$ cat src/rtl/stream_sampler.sv
// Logic-analyzer capture stage: decimates an armed input stream, forwards a fixed number
// of samples after the first trigger, marks the final one with tlast and then disarms.
module stream_sampler #(
    parameter int SDW = 32,
    parameter int SCW = 32,
    parameter int SNW = 32
) (
    input  logic           clk,
    input  logic           rst,
    input  logic           ctl_st0,
    input  logic           ctl_st1,
    input  logic [SCW-1:0] cfg_div,
    input  logic [SNW-1:0] cfg_num,
    output logic           sts_run,
    input  logic [SDW-1:0] sti_tdata,
    input  logic           sti_tvalid,
    input  logic           sti_trigger,
    output logic           sti_tready,
    output logic [SDW-1:0] sto_tdata,
    output logic           sto_tvalid,
    output logic           sto_trigger,
    output logic           sto_tlast,
    input  logic           sto_tready
);

    logic [SCW-1:0] dec_cnt;
    logic [SNW-1:0] post_cnt;
    logic [SNW-1:0] post_next;
    logic           trig_pend;
    logic           triggered;
    logic           xfer;
    logic           emit;
    logic           trig_in;
    logic           first_trig;
    logic           last;

    always_comb begin
        sti_tready = sts_run ? (~sto_tvalid | sto_tready) : 1'b1;
        xfer       = sti_tvalid & sti_tready;
        emit       = sts_run & xfer & (dec_cnt == '0);
        trig_in    = sti_trigger | trig_pend;
        first_trig = trig_in & ~triggered;
        post_next  = post_cnt + 1'b1;
        // Only the first trigger of a capture starts the post-trigger count.
        if (first_trig)
            last = (cfg_num == '0);
        else
            last = triggered & (post_next == cfg_num);
    end

    always_ff @(posedge clk or negedge rst) begin
        if (!rst) begin
            sts_run     <= 1'b1;
            dec_cnt     <= '0;
            post_cnt    <= '0;
            trig_pend   <= 1'b0;
            triggered   <= 1'b0;
            sto_tdata   <= '0;
            sto_tvalid  <= 1'b0;
            sto_trigger <= 1'b0;
            sto_tlast   <= 1'b0;
        end else begin
            if (sto_tvalid && sto_tready)
                sto_tvalid <= 1'b0;

            if (sts_run && xfer) begin
                if (emit) begin
                    sto_tdata   <= sti_tdata;
                    sto_tvalid  <= 1'b1;
                    sto_trigger <= trig_in;
                    sto_tlast   <= last;
                    trig_pend   <= 1'b0;
                    dec_cnt     <= cfg_div;
                    if (first_trig) begin
                        triggered <= 1'b1;
                        post_cnt  <= '0;
                    end else if (triggered) begin
                        post_cnt  <= post_next;
                    end
                    if (last)
                        sts_run <= 1'b0;
                end else begin
                    dec_cnt <= dec_cnt - 1'b1;
                    if (sti_trigger)
                        trig_pend <= 1'b1;
                end
            end

            // Stop outranks start when both pulse together.
            if (ctl_st0) begin
                sts_run <= 1'b0;
            end else if (ctl_st1) begin
                sts_run   <= 1'b1;
                dec_cnt   <= '0;
                post_cnt  <= '0;
                triggered <= 1'b0;
                trig_pend <= 1'b0;
            end
        end
    end

endmodule

$ cat config.mk
export PLATFORM = sky130hd
export DESIGN_NAME = stream_sampler
export DESIGN_NICKNAME = d
export VERILOG_FILES = /design/src/rtl/stream_sampler.sv
export SDC_FILE = /design/constraint.sdc
export NUM_CORES = 1
export LEC_CHECK = 0
export CORE_MARGIN = 2
export CORE_UTILIZATION = 55
export DETAILED_ROUTE_END_ITERATION = 8
export HOLD_SLACK_MARGIN = 0.03
export PLACE_DENSITY = 0.86
export SYNTH_ARGS = -nofsm -noshare
export SYNTH_HDL_FRONTEND = slang
export SYNTH_SLANG_ARGS = --single-unit
export TNS_END_PERCENT = 30
$ cat constraint.sdc
create_clock -name clk -period 6.5 [get_ports clk]
set_input_delay 1.3 -clock clk [delete_from_list [all_inputs] [get_ports clk]]
set_output_delay 1.3 -clock clk [all_outputs]
set_load 0.05 [all_outputs]
==> out/summary.txt <==
Status: finished with violations
Failing checks: design-rule violations
Hold crit path type: reg -> reg
Leakage power: 3.40 nW
Final Setup Violations: 0
Root Driver: clkbuf_16
Cell Chain, Critical Path: clkdlybuf4s50_1 > nand3b_1 > clkdlybuf4s50_1
Sinks on Clock Net: 102
Bufs on Longest Clock Path: 2
H-tree Lvls: 3
Number of synthesized flops with an enable pin: 0
Gr ovfl total: 0
Initial antenna violation count: 0
RSZ-0062 raised after global routing: no
XOR/XNOR Fraction of Synth Area: 0.0537
Ys flop type: dfrtp_1
First-pass GRT wire length: 32400 µm
CP bufs+invs: 2
Synth-to-Final Area Change: 27.4%
Yosys cell types: 61
Die Ht: 113 µm
# Post-CTS Setup Buffers: 0
Yosys warns: 0
Post-Syn Area: 0.00652 mm²
RR Startpoint: dec_cnt[24]
Full die area: 0.0127 mm²
Chip width: 113 µm
Post-Synth Adder-Cell Area: 0.00576
Mux cell area share after synthesis: 0.00173
Post-route minimum period: 3.95 ns
Clock-pin slew on the worst setup and hold paths: 0.08 ns
Hold violation total from the final report: 0
Num CTS Buffers: 9
Fin. max-slew vios: 0
Number of port buffers: 139
Initial core utilization: 0.566
Peak Freq: 253 MHz
Worst setup path start: sto_tready
Final RePlAce weighted congestion: 0.978
Final worst-path cycle share: 0.608
Slew HR: 0.263
Ports: 140
DP HPWL: 13600 µm
Most frequent cells in the layout: nand2_1 (156), clkdlybuf4s50_1 (138), dfrtp_1 (101)
# resized after CTS: 0
R2r endpoint: post_cnt[23]
Worst r2r path cells: 7
CP delay by family, top: buffers and inverters
Crit path largest cell delay: 0.80 ns
Initial DRC Count: 675
Detailed-route DRC error count: 6
Synth Area in Simple Gates: 0.324
Number of max-cap violations: 0
Total chip power: 0.00312 W
Commonest non-fill, non-tap cell in the layout: nand2_1
Seq cells post-synth: 102
Fin area: 0.00830 mm²
Routed Antenna Nets: 0
Worst EP required: 5.20 ns
First-pass iteration count of the detailed router: 7
Ys async rst share: 1.00
Post-Syn Nets: 957
Syn_area_per_cell: 7.66 µm²
Worst Hold End: sto_tdata[3]
Pwr dens: 376 mW/mm²
Largest net degree at the start of global routing: 61
CP most frequent cell: clkdlybuf4s50_1
Layout Skew: 0.00985 ns
TNS Setup: 0 ns
Worst Setup Start Kind: primary input
Crit Path Max Fanout: 2
GR Util All Layers: 0.314
Wirelength per Cell: 17.8 µm
Final nets: 1063
Synth Area in Compound Gates: 0.180
Core area: 0.0115 mm²
Hold buffers post-CTS: 0
VDD IR-drop max: 318 µV
Post-Syn Instances: 851
Crit path DAT: 2.65 ns
CTS tree: done
Worst R2R Setup Slack: 2.69 ns
WHS Path Cells: 2
Final Hold Slack: 0.470 ns
Worst path slowest cell: clkdlybuf4s50_1
Seq/Total Area, Yosys: 0.392
Worst Max-Slew Pin Slew: 1.10 ns
Ant diodes: 0
Worst Hold Launch: sto_tdata[3]
FP Rows: 39
DR vias: 6873
Vias per cell: 6.22
Final WL: 19700 µm
Placed instance area: 0.00795 mm²
Clk_lat worst skew: 0.37 ns
Critical path class: in -> out
Fraction of layout cells with a size suffix above 1: 0.0395
Setup crit end kind: output pin
Main combinational cell family by area after synthesis: simple AND/OR/NAND/NOR gates
Vias in the first global route: 6446
==> cells by family (layout without fill, tap and decap cells) <==
kind of cell / Yosys count / count (layout)
AND/OR/NAND/NOR: 432 / 432
AO/OA/AOI/OAI: 204 / 204
flip-flops: 102 / 102
XOR/XNOR: 40 / 40
multiplexers: 1 / 1
buffers and inverters: 69 / 180
adder cells (fa/ha/maj): 3 / 3
==> synth_stat cells, types with 6 or more instances <==
cell,count,area (µm²)
nand2_1,156,586
dfrtp_1,101,2530
nor2_1,87,327
a21oi_1,81,405
o21ai_0,67,335
clkbuf_1,43,161
xnor2_1,29,254
nand3_1,28,140
nor3_1,28,140
or3_1,26,163
and3_1,18,113
inv_1,18,67.6
nand4_1,17,106
nor4_1,14,87.6
or4_1,14,105
xor2_1,11,96.3
a211oi_1,9,67.6
o22ai_1,9,56.3
and4_1,6,52.6
nor3b_1,6,45.0
==> metal layers <==
layer / global-route usage / vias to the layer above / part of all wire
met3: 0.0664 / 55 / 0.088
met5: 0 / - / 0
met4: 0.116 / 0 / 0.032
met2: 0.504 / 338 / 0.48
li1: - / 3238 / -
met1: 0.423 / 3242 / 0.40
==> registers in the layout (all words and copies together) (netlist names) <==
name	flops
dec_cnt	32
sto_tlast	1
sto_tdata	32
sts_run	1
sto_trigger	1
sto_tvalid	1
trig_pend	1
post_cnt	32
triggered	1
==> metrics by stage <==
stage	util	instances	setup WS [ns]
final	0.721	1105	2.55
after global routing	0.721	1105	2.50
after CTS	0.721	1105	2.54
after detailed placement	0.690	1089	2.45
after global placement	0.690	1089	2.51
after floorplan	-	851	3.39
==> power by group <==
group,leakage [nW],internal (W),switching (W)
combinational,1.85,0.000534,0.000999
sequential,1.39,0.000811,0.000143
clock,0.166,0.000350,0.000283
==> worst min-delay path: stages (launching register included) <==
cell,delay (ns)
dfrtp_1,0.35
nand2_1,0.05
nand2_1,0.05
==> worst max path at each step <==
stage                    to  slack (ns)  depth (start not counted)
2_1_floorplan     sto_tlast        3.39                          8
3_3_place_gp   post_cnt[23]        2.51                          8
3_5_place_dp   post_cnt[23]        2.45                          8
4_1_cts          sti_tready        2.54                          3
5_1_grt          sti_tready        2.50                          3
6_report         sti_tready        2.55                          3
==> layout make-up <==
| class | count | area [µm²] |
|---|---|---|
| Sequential cell | 102 | 2550 |
| Fill cell | 951 | 3210 |
| Timing Repair Buffer | 146 | 1440 |
| Multi-Input combinational cell | 680 | 3710 |
| Clock buffer | 9 | 225 |
| Clock inverter | 7 | 128 |
| Inverter | 18 | 67.6 |
| Tap cell | 143 | 179 |
(Power assumes the default switching activity.)
==> patch (same settings) <==
The parameter `SCW` goes from 32 to 64.
--- a/src/rtl/stream_sampler.sv
+++ b/src/rtl/stream_sampler.sv
@@ -4,3 +4,3 @@
     parameter int SDW = 32,
-    parameter int SCW = 32,
+    parameter int SCW = 64,
     parameter int SNW = 32
Interface: changed (resized cfg_div); port bits go from 140 to 172. The function was not compared with the original's and may differ.
==> patch against the unedited design <==
Worst setup slack worse by 290 ps; sequential power is 29% higher; synthesized cell count is 32% higher; total power is 32% higher; die area is 35% higher; sequential cell count is 32 higher; design area is 34% higher; clock power is 45% higher; synthesized area is 37% higher; register-to-register slack worse by 120 ps; routed wire length is 42% higher; global-route usage is 0.76 points higher.
==> patch: results (changes against the unedited design) <==
[cells_and_area]
fin_nets = 1375  ; +29%
drive_gt1_frac = 0.0608  ; +0.0213
reg_top3 = dec_cnt x64, post_cnt x32, sto_tdata x32
diodes = 0  ; unchanged

[clock_tree]
cts_buffers = 17  ; +8
cts_resized = 0  ; unchanged
worstSkewPairLatency_ps = 430  ; +60 ps
clk_path_buf_depth = 2  ; unchanged
clkSlewWorstSetupHoldPaths_ps = 60  ; -20 ps
post_cts_buffers = 0  ; unchanged
cts_root_buf = clkbuf_16
cts_max_level = 4  ; +1

[critical_path]
critPathSlowestCell = nand3_4
rrSetupSlack_ps = 2570  ; -120 ps
critPathMaxStageDelay_ps = 720  ; -80 ps
cp_data_arrival_time_ps = 4560  ; +1910 ps
r2r_start = dec_cnt[42]
reg2reg_depth = 8  ; +1
path_max_fanout = 56  ; +54
r2r_end = dec_cnt[38]

[power_and_ir_drop]
p_sw_w = 0.00189  ; +32%
cellLeakagePower_nw = 4.49  ; +32%
ir_drop_v = 0.000269  ; -16%

[logic_synthesis]
netlist_top_cells_count = nand2_1, dfrtp_1, a21oi_1, o21ai_0, nor2_1
synth_cell_types = 74  ; +21%
synth_area_leaders = dfrtp_1, nand2_1, a21oi_1, o21ai_0, nor2_1
seq_area_frac_synth = 0.377  ; -0.0149
synth_fp_nets = 1258  ; +31%
yosysWarnings = 0  ; unchanged
ys.flop_type = dfrtp_1
synthArstFlopShare = 1.00  ; unchanged

[min_path]
holdPathEnd = sto_tdata[2]
hp-class = reg2reg
hold_start = sto_tdata[2]
whs_path_depth = 2  ; unchanged

[place]
io_buffers = 171  ; +23%
gp_congestion = 0.948  ; -3.1%
hpwl_um = 18600  ; +37%

[detailed_routing]
drc = 0  ; -6
drtIter0Drc = 1142  ; +69%
wl_um = 27900  ; +42%
vias_per_cell = 6.44  ; +3.6%
drt-pass1-iter-count = 5  ; -2

[global_route]
overflow = 0  ; unchanged
track_usage = 0.322  ; +0.00760
grt_max_degree = 102  ; +67%
antenna_found_initial = 0  ; unchanged
grt_pass1_wl_um = 45500  ; +40%
grt_pass1_vias = 8924  ; +38%

[timing]
skew_ps = 12.9  ; +3.00 ps
tightest_slew_ps = 1020  ; -73.2 ps

[run_status]
outcome = finished, final reports clean

-- patch: changes by cell type in the layout (fill, tap and decap cells not counted), sizes merged, moves of 15 or more --
cell	before	now
nand4	17	32
o21ai	67	99
clkdlybuf4s50	138	170
and2	3	18
a211oi	9	24
a21oi	81	105
nor4	15	38
dfrtp	101	133
nor3	28	45
-- patch: metrics by stage --
stage               hold WS, ps  instances  power, W  worst slack, ps  cell area, sq um
global route                487       1466   0.00437             2050             11200
floorplan                   482       1120   0.00261             3340              8900
global placement            449       1434   0.00311             2120             10600
CTS                         470       1466   0.00409             2340             11200
detailed placement          455       1434   0.00316             1950             10600
finish                      463       1466   0.00412             2260             11200
-- patch: layout make-up --
class | instances | area (sq um)
Tap cell | 216 | 270
Timing Repair Buffer | 177 | 1760
Multi-Input combinational cell | 893 | 5180
Clock inverter | 13 | 111
Clock buffer | 19 | 443
Inverter | 14 | 52.6
Sequential cell | 134 | 3350
Fill cell | 1282 | 4660
-- patch: cell families after synthesis --
logic type | after synthesis | share of synthesized area
AOI/OAI and AO/OA | 316 | 0.214
adders and majority gates | 3 | 0.00422
muxes | 10 | 0.0124
buffers and inverters | 93 | 0.0447
xor gates and xnor gates | 36 | 0.0354
DFF | 134 | 0.377
and+or+nand+nor | 528 | 0.312
-- patch: worst max-delay path, delay by kind of cell --
| family | cells | cell delay [ps] |
|---|---|---|
| buffers and inverters | 2 | 990 |
| AOI/OAI and AO/OA | 2 | 500 |
| and+or+nand+nor | 5 | 1750 |
-- patch: power groups by stage --
| stage | registers, W | logic [W] | clock network [W] |
|---|---|---|---|
| floorplan | 0.00137 | 0.00123 | 0 |
| detailed placement | 0.00123 | 0.00193 | 0 |
| finish | 0.00123 | 0.00197 | 0.000920 |
| CTS | 0.00123 | 0.00194 | 0.000923 |
| global route | 0.00126 | 0.00214 | 0.000965 |
| global placement | 0.00123 | 0.00188 | 0 |
-- patch: worst max path at each step --
stage | startpoint | to | slack [ps]
after floorplan | sto_tready | post_cnt[17] | 3340
after global placement | sto_tready | dec_cnt[46] | 2120
after detailed placement | sto_tready | dec_cnt[46] | 1950
after CTS | sto_tready | dec_cnt[38] | 2340
after global routing | sto_tready | dec_cnt[38] | 2050
final | sto_tready | dec_cnt[38] | 2260
-- patch: metal layers --
layer  vias to the layer above  part of all wire  track usage
met1                      4509              0.42        0.440
li1                       4347                 -            -
met2                       505              0.46        0.502
met4                         2             0.030        0.122
met5                         -           0.00064            0
met3                        81             0.092       0.0702
